==> config.mk <==
export PLATFORM = sky130hd
export DESIGN_NAME = requant_param_sched
export DESIGN_NICKNAME = d
export VERILOG_FILES = /design/src/rtl/requant_param_sched.sv
export SDC_FILE = /design/constraint.sdc
export NUM_CORES = 2
export LEC_CHECK = 0
export CORE_MARGIN = 2
export CORE_UTILIZATION = 62
export CTS_CLUSTER_SIZE = 12
export DETAILED_ROUTE_END_ITERATION = 10
export PLACE_DENSITY = 0.79
export SLEW_MARGIN = 20
export SYNTH_ARGS = -nofsm -noshare
export SYNTH_HDL_FRONTEND = slang
export SYNTH_SLANG_ARGS = --single-unit
==> constraint.sdc <==
create_clock -name clk -period 5.15 [get_ports clk]
set_clock_uncertainty 0.05 [all_clocks]
set_input_delay 0.7725 -clock clk [delete_from_list [all_inputs] [get_ports clk]]
set_output_delay 0.7725 -clock clk [all_outputs]
set_load 0.005 [all_outputs]
==> src/rtl/requant_param_sched.sv <==
// rtl/requant_param_sched.sv - per-channel requant parameter scheduler
// Pairs each accumulator of a channel-major stream with its channel's mul/bias/shift.
module requant_param_sched #(
    parameter int ACC_W   = 32,
    parameter int MUL_W   = 16,
    parameter int BIAS_W  = 32,
    parameter int SHIFT_W = 6,
    parameter int DATA_W  = 8,
    parameter int NUM_CH  = 64,
    parameter int CH_W    = $clog2(NUM_CH),
    parameter int PIX_W   = 16
) (
    input  logic               clk,
    input  logic               rst,
    input  logic               cfg_we,
    input  logic [CH_W-1:0]    cfg_ch,
    input  logic [MUL_W-1:0]   cfg_mul,
    input  logic [BIAS_W-1:0]  cfg_bias,
    input  logic [SHIFT_W-1:0] cfg_shift,
    input  logic               start,
    input  logic [CH_W:0]      num_ch,
    input  logic [PIX_W-1:0]   num_pix,
    input  logic [DATA_W-1:0]  relu6_max_in,
    input  logic               relu6_en_in,
    output logic               busy,
    output logic               done,
    output logic               err,
    input  logic               in_valid,
    output logic               in_ready,
    input  logic [ACC_W-1:0]   in_acc,
    output logic               out_valid,
    input  logic               out_ready,
    output logic [ACC_W-1:0]   out_acc,
    output logic [MUL_W-1:0]   out_mul,
    output logic [BIAS_W-1:0]  out_bias,
    output logic [SHIFT_W-1:0] out_shift,
    output logic [DATA_W-1:0]  out_relu6_max,
    output logic               out_relu6_en,
    output logic [CH_W-1:0]    out_ch,
    output logic               out_last
);

    localparam logic [CH_W:0] NUM_CH_V = (CH_W+1)'(NUM_CH);

    typedef enum logic [1:0] {
        ST_IDLE  = 2'd0,
        ST_RUN   = 2'd1,
        ST_DRAIN = 2'd2
    } state_t;

    state_t state, state_nxt;

    logic [MUL_W-1:0]   tbl_mul   [NUM_CH];
    logic [BIAS_W-1:0]  tbl_bias  [NUM_CH];
    logic [SHIFT_W-1:0] tbl_shift [NUM_CH];

    logic [CH_W:0]    num_ch_q;
    logic [PIX_W-1:0] num_pix_q;
    logic [CH_W-1:0]  ch_cnt;
    logic [PIX_W-1:0] pix_cnt;
    logic [CH_W:0]    num_ch_m1;
    logic [PIX_W-1:0] num_pix_m1;

    logic in_xfer, out_xfer, ch_wrap, is_last;
    logic start_ok, start_bad, cfg_idx_ok, cfg_wr, cfg_bad;

    assign num_ch_m1  = num_ch_q - (CH_W+1)'(1);
    assign num_pix_m1 = num_pix_q - PIX_W'(1);
    assign ch_wrap    = ({1'b0, ch_cnt} == num_ch_m1);
    assign is_last    = ch_wrap && (pix_cnt == num_pix_m1);

    assign in_ready = (state == ST_RUN) && (!out_valid || out_ready);
    assign in_xfer  = in_valid && in_ready;
    assign out_xfer = out_valid && out_ready;
    assign busy     = (state != ST_IDLE);

    // Table writes only land while idle so a running layer sees a frozen table.
    assign cfg_idx_ok = ({1'b0, cfg_ch} < NUM_CH_V);
    assign cfg_wr     = cfg_we && (state == ST_IDLE) && cfg_idx_ok;
    assign cfg_bad    = cfg_we && !cfg_wr;

    always_ff @(posedge clk) begin
        if (rst) begin
            state <= ST_IDLE;
        end else begin
            state <= state_nxt;
        end
    end

    always_comb begin
        state_nxt = state;
        start_ok  = 1'b0;
        start_bad = 1'b0;
        case (state)
            ST_IDLE: begin
                if (start) begin
                    if (num_ch == '0 || num_ch > NUM_CH_V || num_pix == '0) begin
                        start_bad = 1'b1;
                    end else begin
                        start_ok  = 1'b1;
                        state_nxt = ST_RUN;
                    end
                end
            end
            ST_RUN: begin
                if (in_xfer && is_last) state_nxt = ST_DRAIN;
            end
            ST_DRAIN: begin
                if (out_xfer && out_last) state_nxt = ST_IDLE;
            end
            default: state_nxt = ST_IDLE;
        endcase
    end

    always_ff @(posedge clk) begin
        if (cfg_wr) begin
            tbl_mul[cfg_ch]   <= cfg_mul;
            tbl_bias[cfg_ch]  <= cfg_bias;
            tbl_shift[cfg_ch] <= cfg_shift;
        end
    end

    always_ff @(posedge clk) begin
        if (rst) begin
            num_ch_q      <= '0;
            num_pix_q     <= '0;
            ch_cnt        <= '0;
            pix_cnt       <= '0;
            done          <= 1'b0;
            err           <= 1'b0;
            out_valid     <= 1'b0;
            out_acc       <= '0;
            out_mul       <= '0;
            out_bias      <= '0;
            out_shift     <= '0;
            out_ch        <= '0;
            out_last      <= 1'b0;
            out_relu6_max <= '0;
            out_relu6_en  <= 1'b0;
        end else begin
            err  <= cfg_bad || start_bad;
            done <= (state == ST_DRAIN) && out_xfer && out_last;

            if (start_ok) begin
                num_ch_q      <= num_ch;
                num_pix_q     <= num_pix;
                out_relu6_max <= relu6_max_in;
                out_relu6_en  <= relu6_en_in;
                ch_cnt        <= '0;
                pix_cnt       <= '0;
            end else if (in_xfer) begin
                if (ch_wrap) begin
                    ch_cnt  <= '0;
                    pix_cnt <= pix_cnt + PIX_W'(1);
                end else begin
                    ch_cnt  <= ch_cnt + CH_W'(1);
                end
            end

            // A load in the same cycle as an output transfer keeps the pipe full.
            if (in_xfer) begin
                out_valid <= 1'b1;
                out_acc   <= in_acc;
                out_mul   <= tbl_mul[ch_cnt];
                out_bias  <= tbl_bias[ch_cnt];
                out_shift <= tbl_shift[ch_cnt];
                out_ch    <= ch_cnt;
                out_last  <= is_last;
            end else if (out_xfer) begin
                out_valid <= 1'b0;
            end
        end
    end

endmodule

==> impl_metrics.py <==
metrics = {
    "status": {
        "status": "completed",
    },
    "sta": {
        "tns_ns": 0,
        "finalCritPeriodShare_pct": 76.6,
        "worst_pin_slew_ns": 1.21,
        "slew_viol_final": 0,
        "clock.fmax_mhz": 254,
        "final.setup.worst_slack_ns": 1.21,
        "whs_ns": 0.190,
        "final.min_clock_period_ns": 3.94,
        "finalHoldViolCount": 0,
        "rsz0062_at_grt": "false",
        "max_slew_margin_pct": 19.3,
        "finalSetupViolations": 0,
    },
    "worst_setup_path": {
        "cp_data_arrival_time_ns": 4.76,
        "cp_slowest_cell": "dfxtp_4",
        "path_delay_family": "simple AND/OR/NAND/NOR gates",
        "r2r_end": "out_bias[18]$_SDFFE_PP0P_",
        "crit_type": "register to register",
        "critPathMaxStageDelay_ns": 0.90,
        "path_common_cell": "nor3_1",
        "regToRegSetupSlack_ns": 1.21,
        "worstPathCellList": "nand2_1 > buf_4 > o221ai_1 > o22ai_1 > nor3_1 > nor3_1 > o32ai_1",
        "r2r_start": "ch_cnt[1]$_SDFFE_PP0P_",
        "required_ns": 5.97,
        "rr_worst_depth": 7,
        "critPathBufInv": 1,
        "path_max_fanout": 28,
        "start_kind": "register",
        "setup.worst_path.start": "ch_cnt[1]$_SDFFE_PP0P_",
        "end_kind": "register",
    },
    "floorplan": {
        "ios": 237,
        "start_util_pct": 62.3,
        "die_y_um": 476,
        "die_w_um": 476,
        "die_area_um2": 227000,
        "coreArea_um2": 222000,
        "rows": 173,
    },
    "clock_tree": {
        "clock_tree.root_cell": "clkbuf_16",
        "cts_sinks": 3608,
        "clk_latency_ns": 1.02,
        "htree_levels": 5,
        "cts_buffer_depth": 4,
        "holdBufCountCts": 0,
        "cts_resized": 0,
        "clk_pin_slew_ns": 0.07,
        "cts_setup_buffers": 0,
        "cts_tree": "built",
        "cts_buffers": 372,
    },
    "placement": {
        "place.gp.congestion": 0.868,
        "post-place-ws_ns": 1.20,
        "port_buffers": 236,
        "dpl_cell_area_um2": 145000,
        "hpwl_um": 201000,
    },
    "synthesis": {
        "synth_cell_types": 68,
        "synth_seq_cells": 3608,
        "synth_edf_count": 3456,
        "synthTopCellsByArea": "edfxtp_1 75%, mux4_2 14%, dfxtp_1 2.2%",
        "yosys_most_used_dff": "edfxtp_1",
        "syn_inst": 6404,
        "async_reset_ff_share_pct": 0,
        "synthesis.nets": 6538,
        "yosysWarnings": 0,
        "yosysSeqAreaShare_pct": 77.2,
        "yosys.area.top_type": "edfxtp_1",
        "synth_common_cells": "3456 x edfxtp_1, 864 x mux4_2, 275 x mux2i_1",
        "syn_area_um2": 138000,
        "syn_area_per_cell_um2": 21.6,
        "yosysTopAreaCellShare_pct": 75.0,
        "synth_most_common_cell": "edfxtp_1",
    },
    "drt": {
        "ant_nets": 0,
        "vias_per_cell": 7.37,
        "drcViolationCount": 0,
        "wirelength_um": 393000,
        "first_iter_violations": 12100,
        "vias": 74400,
        "wire_per_inst_um": 38.9,
        "firstDrtPassIters": 6,
    },
    "min_path": {
        "hold_class": "primary input to register",
        "holdPathStages": 1,
        "min_to": "tbl_bias[26][11]$_DFFE_PP_",
        "worstHoldStart": "cfg_bias[11]",
    },
    "global_routing": {
        "grt_first_pass_wirelength_um": 552000,
        "grt_start_max_net_pins": 125,
        "grt_pass1_vias": 74700,
        "antenna_found_initial": 28,
        "grt_overflow": 0,
        "grt_use_total_pct": 34.6,
    },
    "pwr": {
        "p_switching_uw": 12000,
        "power.density_nw_per_um2": 375,
        "seqPwrFrac_pct": 55.2,
        "leakage_uw": 0.0475,
        "comb_power_share_pct": 3.1,
        "switching_share_pct": 20.4,
        "pwr-share-clk_pct": 41.7,
        "p_int_uw": 46700,
        "max-vdd-ir-drop_mv": 0.334,
    },
    "layout": {
        "final_area_um2": 156000,
        "final_core_util_pct": 70.4,
        "drive_above_1_share_pct": 23.8,
        "syn_to_final_growth_pct": 12.9,
        "nets": 7019,
    },
    "run": {
        "drv_cap": 0,
    },
}
stage by stage:
stage                     cells  power, uW
after CTS                 10100      58700
final                     10100      58600
after floorplan            6404      33800
after global routing      10100      59800
after global placement     9485      34700
after detailed placement   9485      34700
power by group through the flow:
stage               sequential (uW)  combinational [uW]  clock, uW
floorplan                     33000                 839          0
global placement              33000                1680          0
detailed placement            33000                1740          0
CTS                           32400                1770      24600
global route                  32400                1890      25600
finish                        32400                1800      24400
area by class of cell:
| type | instances | area (um2) |
|---|---|---|
| multi-input cells | 2411 | 30000 |
| fillers | 12300 | 65800 |
| well taps | 2975 | 3720 |
| flip-flops and latches | 3608 | 107000 |
| diodes | 10 | 25.0 |
| repair buffers | 474 | 4910 |
| inverters | 18 | 80.1 |
| clock inverters | 58 | 399 |
| clock buffers | 540 | 10200 |
cells in the final DEF, fill, tap and decap left out, types with 28 or more instances in the layout:
master	synthesis	final
nand2_1	270	269
nand3_1	33	32
and2_1	31	31
clkbuf_1	140	147
o21ai_0	30	30
clkinv_1	0	28
o221ai_1	78	78
and3_1	32	31
nor2_1	186	120
mux4_2	864	864
buf_12	0	73
buf_4	51	211
dfxtp_1	152	146
clkdlybuf4s50_1	0	181
mux2i_1	275	275
edfxtp_1	3456	3456
clkbuf_16	0	379
nor2_4	0	64
a211oi_1	69	69
a21oi_1	137	137
o22ai_1	68	68
o21ai_1	28	28
nor4_1	33	33
worst register-to-register path, delay by kind of cell, from the launching register on:
family,cells,cell delay (ns)
flops,1,0.90
simple gates,3,1.55
compound gates,3,0.82
buf+inv,1,0.50
routing by layer:
metal / wire, um / vias up / GRT usage [%]
met4: 23900 / 26 / 17.9
met3: 55500 / 1389 / 10.3
met5: 213 / - / 0
met1: 129000 / 38100 / 45.2
met2: 185000 / 7034 / 53.4
li1: - / 27800 / -
cell families after synthesis:
family / after synthesis / synth area share [%]
mux: 1158 / 16.2
fa+ha+maj: 4 / 0.0362
flops: 3608 / 77.2
xor+xnor: 31 / 0.202
buf+inv: 385 / 1.50
simple gates: 702 / 2.35
compound gates: 516 / 2.53
worst max path at each step:
| stage | end | slack (ns) | cells after the start |
|---|---|---|---|
| 6_report | out_bias[18]$_SDFFE_PP0P_ | 1.21 | 7 |
| 5_1_grt | out_bias[18]$_SDFFE_PP0P_ | 1.19 | 7 |
| 4_1_cts | out_bias[18]$_SDFFE_PP0P_ | 1.40 | 7 |
| 3_5_place_dp | tbl_bias[20][31]$_DFFE_PP_ | 1.20 | 6 |
| 3_3_place_gp | tbl_bias[20][31]$_DFFE_PP_ | 1.17 | 6 |
| 2_1_floorplan | tbl_bias[16][0]$_DFFE_PP_ | 0.77 | 4 |
flip-flops by register name, indices dropped and copies added, names as in the netlist, 2 cells and up:
| name | cells |
|---|---|
| tbl_bias | 2048 |
| out_relu6_max | 8 |
| pix_cnt | 16 |
| out_acc | 32 |
| out_mul | 16 |
| num_ch_q | 7 |
| tbl_shift | 384 |
| ch_cnt | 6 |
| tbl_mul | 1024 |
| out_bias | 32 |
| num_pix_q | 16 |
| state | 2 |
| out_shift | 6 |
| out_ch | 6 |
No activity file was read; power rests on OpenSTA's default activity.
